`config.mk`:
```
export PLATFORM = sky130hd
export DESIGN_NAME = pipe_skid_stage
export DESIGN_NICKNAME = d
export VERILOG_FILES = /design/src/rtl/pipe_skid_stage.sv
export SDC_FILE = /design/constraint.sdc
export NUM_CORES = 1
export LEC_CHECK = 0
export CAP_MARGIN = 20
export CORE_UTILIZATION = 43
export CTS_BUF_LIST = sky130_fd_sc_hd__clkbuf_2 sky130_fd_sc_hd__clkbuf_4 sky130_fd_sc_hd__clkbuf_8
export CTS_CLUSTER_SIZE = 20
export DETAILED_ROUTE_END_ITERATION = 8
export PLACE_DENSITY = 0.77
export REMOVE_ABC_BUFFERS = 1
export SLEW_MARGIN = 20
export SYNTH_ARGS = -nofsm -noshare
export SYNTH_HDL_FRONTEND = slang
export SYNTH_SLANG_ARGS = --single-unit
```
`constraint.sdc`:
```
create_clock -name clk -period 3.7 [get_ports clk]
set_input_delay 0.74 -clock clk [delete_from_list [all_inputs] [get_ports clk]]
set_output_delay 0.74 -clock clk [all_outputs]
set_load 0.01 [all_outputs]
```
`src/rtl/pipe_skid_stage.sv`:
```
// ---------------------------------------------------------------------------
// pipe_skid_stage
//
// Two-entry valid/ready skid stage placed in front of enable/set data
// registers. It turns a streaming handshake into load-enables for a main
// register (drives m_data_o) and a skid register. s_ready_o is registered, so
// there is no combinational path from m_ready_i back upstream. The stage still
// sustains one transfer per cycle.
//
// Parameters
//   WIDTH     data width in bits
//   RST_DATA  value held by both data registers after reset (and after flush)
//
// Ports
//   clk        rising-edge clock
//   rstn       asynchronous active-low reset
//   flush_i    synchronous clear of the stage contents (optional feature)
//   s_valid_i  upstream valid
//   s_ready_o  stage can accept (registered)
//   s_data_i   upstream data
//   m_valid_o  output valid (registered)
//   m_ready_i  downstream accepts
//   m_data_o   output data (registered)
//   level_o    occupancy 0..2 (registered)
//
// Configuration
//   PIPE_SKID_FLUSH_EN  when defined, flush_i clears the stage. It has priority
//                       over handshakes. When undefined, flush_i is ignored and
//                       no clear logic is built.
// ---------------------------------------------------------------------------
module pipe_skid_stage #(
    parameter int               WIDTH    = 32,
    parameter logic [WIDTH-1:0] RST_DATA = '0
) (
    input  logic             clk,
    input  logic             rstn,
    input  logic             flush_i,
    input  logic             s_valid_i,
    output logic             s_ready_o,
    input  logic [WIDTH-1:0] s_data_i,
    output logic             m_valid_o,
    input  logic             m_ready_i,
    output logic [WIDTH-1:0] m_data_o,
    output logic [1:0]       level_o
);

    typedef enum logic [1:0] {
        ST_EMPTY = 2'd0,
        ST_ONE   = 2'd1,
        ST_FULL  = 2'd2
    } state_t;

    state_t           r_state;
    state_t           w_state_nxt;

    logic             r_s_ready;
    logic             r_m_valid;
    logic [1:0]       r_level;
    logic [WIDTH-1:0] r_main;
    logic [WIDTH-1:0] r_skid;

    logic             w_in_xfer;
    logic             w_out_xfer;
    logic             w_load_main;
    logic             w_main_from_skid;
    logic             w_load_skid;
    logic             w_s_ready_nxt;
    logic             w_m_valid_nxt;
    logic [1:0]       w_level_nxt;

`ifdef PIPE_SKID_FLUSH_EN
    logic             w_flush;
    assign w_flush = flush_i;
`else
    // The port is kept for a uniform footprint. Without the feature it has no load.
    logic             w_unused_flush;
    assign w_unused_flush = flush_i;
`endif

    // Handshakes use the registered flags. This keeps m_ready_i away from s_ready_o.
    assign w_in_xfer  = s_valid_i & r_s_ready;
    assign w_out_xfer = r_m_valid & m_ready_i;

    // -----------------------------------------------------------------------
    // Next-state and load-enable decode
    // -----------------------------------------------------------------------
    always_comb begin
        // NOTE: every signal gets a default first so no path can infer a latch.
        w_state_nxt      = r_state;
        w_load_main      = 1'b0;
        w_main_from_skid = 1'b0;
        w_load_skid      = 1'b0;

        unique case (r_state)
            ST_EMPTY: begin
                if (w_in_xfer) begin
                    w_load_main = 1'b1;
                    w_state_nxt = ST_ONE;
                end
            end
            ST_ONE: begin
                if (w_in_xfer && w_out_xfer) begin
                    w_load_main = 1'b1;
                end else if (w_in_xfer) begin
                    w_load_skid = 1'b1;
                    w_state_nxt = ST_FULL;
                end else if (w_out_xfer) begin
                    w_state_nxt = ST_EMPTY;
                end
            end
            ST_FULL: begin
                // s_ready_o is low here, so only the output side can move.
                if (w_out_xfer) begin
                    w_load_main      = 1'b1;
                    w_main_from_skid = 1'b1;
                    w_state_nxt      = ST_ONE;
                end
            end
            default: w_state_nxt = ST_EMPTY;
        endcase

`ifdef PIPE_SKID_FLUSH_EN
        // Any transfer in this cycle is dropped. The clear itself is in the
        // data-register process.
        if (w_flush) begin
            w_state_nxt      = ST_EMPTY;
            w_load_main      = 1'b0;
            w_main_from_skid = 1'b0;
            w_load_skid      = 1'b0;
        end
`endif
    end

    // -----------------------------------------------------------------------
    // Output decode: the next values of the registered status outputs
    // -----------------------------------------------------------------------
    always_comb begin
        w_s_ready_nxt = 1'b1;
        w_m_valid_nxt = 1'b0;
        w_level_nxt   = 2'd0;
        unique case (w_state_nxt)
            ST_EMPTY: begin
                w_s_ready_nxt = 1'b1;
                w_m_valid_nxt = 1'b0;
                w_level_nxt   = 2'd0;
            end
            ST_ONE: begin
                w_s_ready_nxt = 1'b1;
                w_m_valid_nxt = 1'b1;
                w_level_nxt   = 2'd1;
            end
            ST_FULL: begin
                w_s_ready_nxt = 1'b0;
                w_m_valid_nxt = 1'b1;
                w_level_nxt   = 2'd2;
            end
            default: begin
                w_s_ready_nxt = 1'b1;
                w_m_valid_nxt = 1'b0;
                w_level_nxt   = 2'd0;
            end
        endcase
    end

    // -----------------------------------------------------------------------
    // State and status registers
    // -----------------------------------------------------------------------
    always_ff @(posedge clk or negedge rstn) begin
        // NOTE: sequential state uses non-blocking assignments only, so every
        // flop samples the values from before the edge.
        if (!rstn) begin
            r_state   <= ST_EMPTY;
            r_s_ready <= 1'b1;
            r_m_valid <= 1'b0;
            r_level   <= 2'd0;
        end else begin
            r_state   <= w_state_nxt;
            r_s_ready <= w_s_ready_nxt;
            r_m_valid <= w_m_valid_nxt;
            r_level   <= w_level_nxt;
        end
    end

    // -----------------------------------------------------------------------
    // Data registers: load only when written, otherwise hold
    // -----------------------------------------------------------------------
    always_ff @(posedge clk or negedge rstn) begin
        // NOTE: the data registers are reset on purpose because m_data_o must
        // show RST_DATA. This is two registers, not an array, so the reset is cheap.
        if (!rstn) begin
            r_main <= RST_DATA;
            r_skid <= RST_DATA;
        end else begin
`ifdef PIPE_SKID_FLUSH_EN
            if (w_flush) begin
                r_main <= RST_DATA;
                r_skid <= RST_DATA;
            end else begin
                if (w_load_main) r_main <= w_main_from_skid ? r_skid : s_data_i;
                if (w_load_skid) r_skid <= s_data_i;
            end
`else
            if (w_load_main) r_main <= w_main_from_skid ? r_skid : s_data_i;
            if (w_load_skid) r_skid <= s_data_i;
`endif
        end
    end

    assign s_ready_o = r_s_ready;
    assign m_valid_o = r_m_valid;
    assign m_data_o  = r_main;
    assign level_o   = r_level;

endmodule
```
-- Word level (Yosys, flattened, before mapping)
Index checks and enable logic that the tools add are counted.
- register bits: 70
- word-level logic and storage cells: 32
- equality and inequality tests: 4
- multiplexer cells: 17
- bitwise operators: 2
- reductions and logical operators: 3
- operators by type and width (kind ; count):
    $mux 32 ; 1
    $mux 2 ; 5
    $mux 1 ; 8
    $pmux 2 s3 ; 1
    $eq 2x1->1 const B ; 2
    $eq 2x2->1 const B ; 2
    $pmux 2 s2 ; 1
    $pmux 1 s3 ; 1
    $and 1x1->1 ; 2
    $logic_not 2->1 ; 1
    $reduce_or 2->1 ; 1
    $logic_and 1x1->1 ; 1

-- Logic depth before layout (Yosys ltp)
- depth in word-level cells: 8
- gate-level depth with buffers: 6
- depth with buffers taken out: 5

-- Least setup slack after synthesis
No wires, ideal clock.
- path kind: in2reg
- start point: input port s_valid_i
- end point: register r_m_valid, in the netlist m_valid_o
- data arrival time: 1.673 ns
- path slack: 1.914 ns
- stages: 6
- buffers on the path: 1
- path through: and3b_2 > nand2_2 > buf_2 > nand2_1 > ha_1 > inv_1
- cells in the longest elaborated chain, start to end: 7
- ends and longest elaborated chain (what ; RTL line ; text):
    start: declaration ; 38 ; input logic s_valid_i,
    $and 1x1->1 (*) ; 81 ; assign w_in_xfer = s_valid_i & r_s_ready;
    $mux 2 / $logic_and 1x1->1 (equally long branches) ; 104, 102 ;
    $mux 2 ; 102 ; if (w_in_xfer && w_out_xfer) begin
    $pmux 2 s3 (*) ; 94 ; unique case (r_state)
    named net w_state_nxt[1] ; 54 ; state_t w_state_nxt;
    $eq 2x2->1 / $eq 2x1->1 (equally long branches) ; 141 ; unique case (w_state_nxt)
    $reduce_or 2->1 (no source line) (*) ; - ;
    $mux 1 (*) ; 141 ;
    named net w_m_valid_nxt ; 68 ; logic w_m_valid_nxt;
    end signal: assignment ; 179 ; r_m_valid <= w_m_valid_nxt;
    end: declaration ; 57 ; logic r_m_valid;
The timed path passes the listed nets; every way through them passes the cells marked *.
A chain may end at the register's enable or synchronous reset.

-- Worst setup path after layout
- start point: input port m_ready_i
- end point: register r_main[11], in the netlist m_data_o[11]
- cells in the longest elaborated chain, start to end: 4
- ends and longest elaborated chain (what ; RTL line ; text):
    start: declaration ; 42 ; input logic m_ready_i,
    $and 1x1->1 (*) ; 82 ; assign w_out_xfer = r_m_valid & m_ready_i;
    $logic_and 1x1->1 / $mux 1 (equally long branches) ; 102, 113 ;
    $mux 1, on equally long branches ; 102, 94 ;
    $pmux 1 s3 / $mux 32 (equally long branches) ; 94, 203 ;
    end signal: assignment ; 203 ; if (w_load_main) r_main <= w_main_from_skid ? r_skid : s_data_i;
    end: declaration ; 59 ; logic [WIDTH-1:0] r_main;
Mark *: on every way between the ends. The rest lies on a longest branch, timed or not.

==> out/results.ini <==
[outcome]
status = complete, no violations

[power_and_ir_drop]
power.density_nw_per_um2 = 830
power.leakage_uw = 0.00198
vdd_drop_max_mv = 0.405

[global_route]
antenna_found_initial = 0
grt_pass1_wl_um = 10200
grt_max_degree = 71
gr-usage-all-layers_pct = 16.3
grt_pass1_vias = 2039
grt_overflow_total = 0

[worst_hold_path]
min_to = r_skid[2]
holdPathStages = 1
hold_start = r_skid[2]
hp-class = reg2reg

[worst_setup_path]
worstPathArrival_ns = 2.86
crit_chain = clkdlybuf4s50_1 -> nand4_1 -> o211ai_4 -> buf_12 -> mux2_2
path_class = in2reg
rr_startpoint = s_ready_o
cp-end-kind = flop
reg2reg_to = m_data_o[11]
cp_max_fo = 17
r2r_cells = 4
required_ns = 3.92
max_stage_delay_ns = 0.75
cpMaxStageDelayCell = o211ai_4
r2r_slack_ns = 1.50
worstSetupStartpointType = input port

[timing]
hold_viol_final = 0
setup_viol = 0
drv_slew = 0
max_freq_ghz = 0.379
worst_pin_slew_ns = 0.907
fin_crit_sh_pct = 71.4
slew_headroom_pct = 39.2
setup_tns_ns = 0
period_minus_slack_ns = 2.64
fin_skew_ns = 0.00442
rsz0062_at_grt = no

[die]
dieArea_um2 = 8070
die_width_um = 89.8
core_area_um2 = 7370
rows = 31
die_y_um = 89.8
initial_core_util_pct = 45.0
ioPinCount = 73

[logic_synthesis]
synth.distinct_cells = 23
async_flop_share_pct = 100
synth_top_area_share_pct = 52.0
synth.most_common_cell = dfrtp_1
syn_avg_cell_area_um2 = 16.8
synthCells = 198
yosysWarnings = 0
synth.yosys.seq_area_share_pct = 52.8
synth_common_cells = dfrtp_1 (69), mux2_4 (60), mux2_2 (36)
synth_largest_area_cell = dfrtp_1
netlist_area_um2 = 3320
ys_top_cells_by_area = dfrtp_1 (52%), mux2_4 (27%), mux2_2 (12%)
synth_edf_count = 0
ys_seq_elements = 70
synth_flop_cell = dfrtp_1

[clock_tree]
tritoncts = yes
clock_path_buffers = 2
cts-root-buf = clkbuf_8
ctsResizeCount = 0
clkLatencyLatePin_ns = 0.33
numCtsBuffers = 9
htreeDepth = 3
hold_buffers = 0
post_cts_buffers = 0
clock-sinks = 70
cts.clk_slew.worst_paths_ns = 0.07

[route]
drt_iter0_drc = 41
drtPass1Iterations = 4
vias_per_cell = 5.00
postRouteAntennaNets = 0
avgRoutedWirePerCell_um = 15.8
vias = 1881
drt-total-wl_um = 5920
drc = 0

[place]
io_buffers = 71
gp_congestion = 0.668
placedInstanceArea_um2 = 4120
placed_cells = 362
hpwl_um = 3870

[layout]
drive_gt1_share_pct = 43.0
final_area_um2 = 4300
diodes = 0
syn_to_final_growth_pct = 29.4
layout.cells.non_filler = 376
nNetsFinal = 314

[job]
cap_viol_max_count = 0

[per-stage QoR]
stage	hold slack, ns	power [uW]	utilization, %	setup WS (ns)
finish	0.506	3560	58.3	1.06
CTS	0.509	3620	58.3	1.05
floorplan	0.444	2390	-	0.919
detailed placement	0.494	3050	55.9	0.700
global route	0.514	3790	58.3	0.958
global placement	0.484	2980	55.9	0.716
[kinds of logic after synthesis]
group | Yosys count | share of synthesized area (%)
adder cells (fa/ha/maj) | 3 | 1.13
multiplexers | 97 | 39.7
AND/OR/NAND/NOR | 12 | 2.68
flip-flops | 70 | 52.8
AO/OA/AOI/OAI | 4 | 1.06
buffers and inverters | 12 | 2.64
[cell type report]
class | instances | area, um2
Clock buffer | 13 | 173
Clock inverter | 1 | 5.00
Fill cell | 603 | 3070
Inverter | 3 | 11.3
Multi-Input combinational cell | 116 | 1490
Sequential cell | 70 | 1750
Tap cell | 99 | 124
Timing Repair Buffer | 74 | 743
[report_power, final]
group | switching [uW] | total (uW) | internal [uW]
Sequential | 233 | 1400 | 1170
Clock | 255 | 553 | 298
Combinational | 548 | 1610 | 1060
[routing by layer]
layer / vias up / share of wire (%) / GRT usage (%)
met5: - / 0 / 0
met4: 0 / 0.79 / 3.69
met3: 7 / 5.6 / 6.35
met2: 53 / 51 / 27.1
met1: 965 / 43 / 19.9
li1: 856 / - / -
[cells in the final DEF (no fill, tap or decap), drive strengths merged, types with 3 or more instances in the layout]
master,count
nand2,5
buf,4
dfrtp,69
ha,3
mux2,96
clkbuf,13
clkdlybuf4s50,70
inv,3
[registers in the layout, indices dropped and copies added (netlist names)]
register   flops
r_skid        32
level_o        2
r_state        2
m_data_o      32
m_valid_o      1
s_ready_o      1
[worst max-delay path by stage]
stage | startpoint | endpoint | slack (ns) | depth (start not counted)
final | m_ready_i | m_data_o[11] | 1.06 | 5
after detailed placement | m_ready_i | m_data_o[11] | 0.70 | 5
after CTS | m_ready_i | m_data_o[11] | 1.05 | 5
after global routing | m_ready_i | m_data_o[11] | 0.96 | 5
after global placement | m_ready_i | m_data_o[12] | 0.72 | 5
after floorplan | s_valid_i | m_data_o[11] | 0.92 | 3
[critical path, delay by kind of cell]
family	cells	cell delay, ns
buffers and inverters	2	0.85
AOI/OAI and AO/OA	1	0.75
muxes	1	0.35
and+or+nand+nor	1	0.16
No activity file was read; power rests on OpenSTA's default activity.
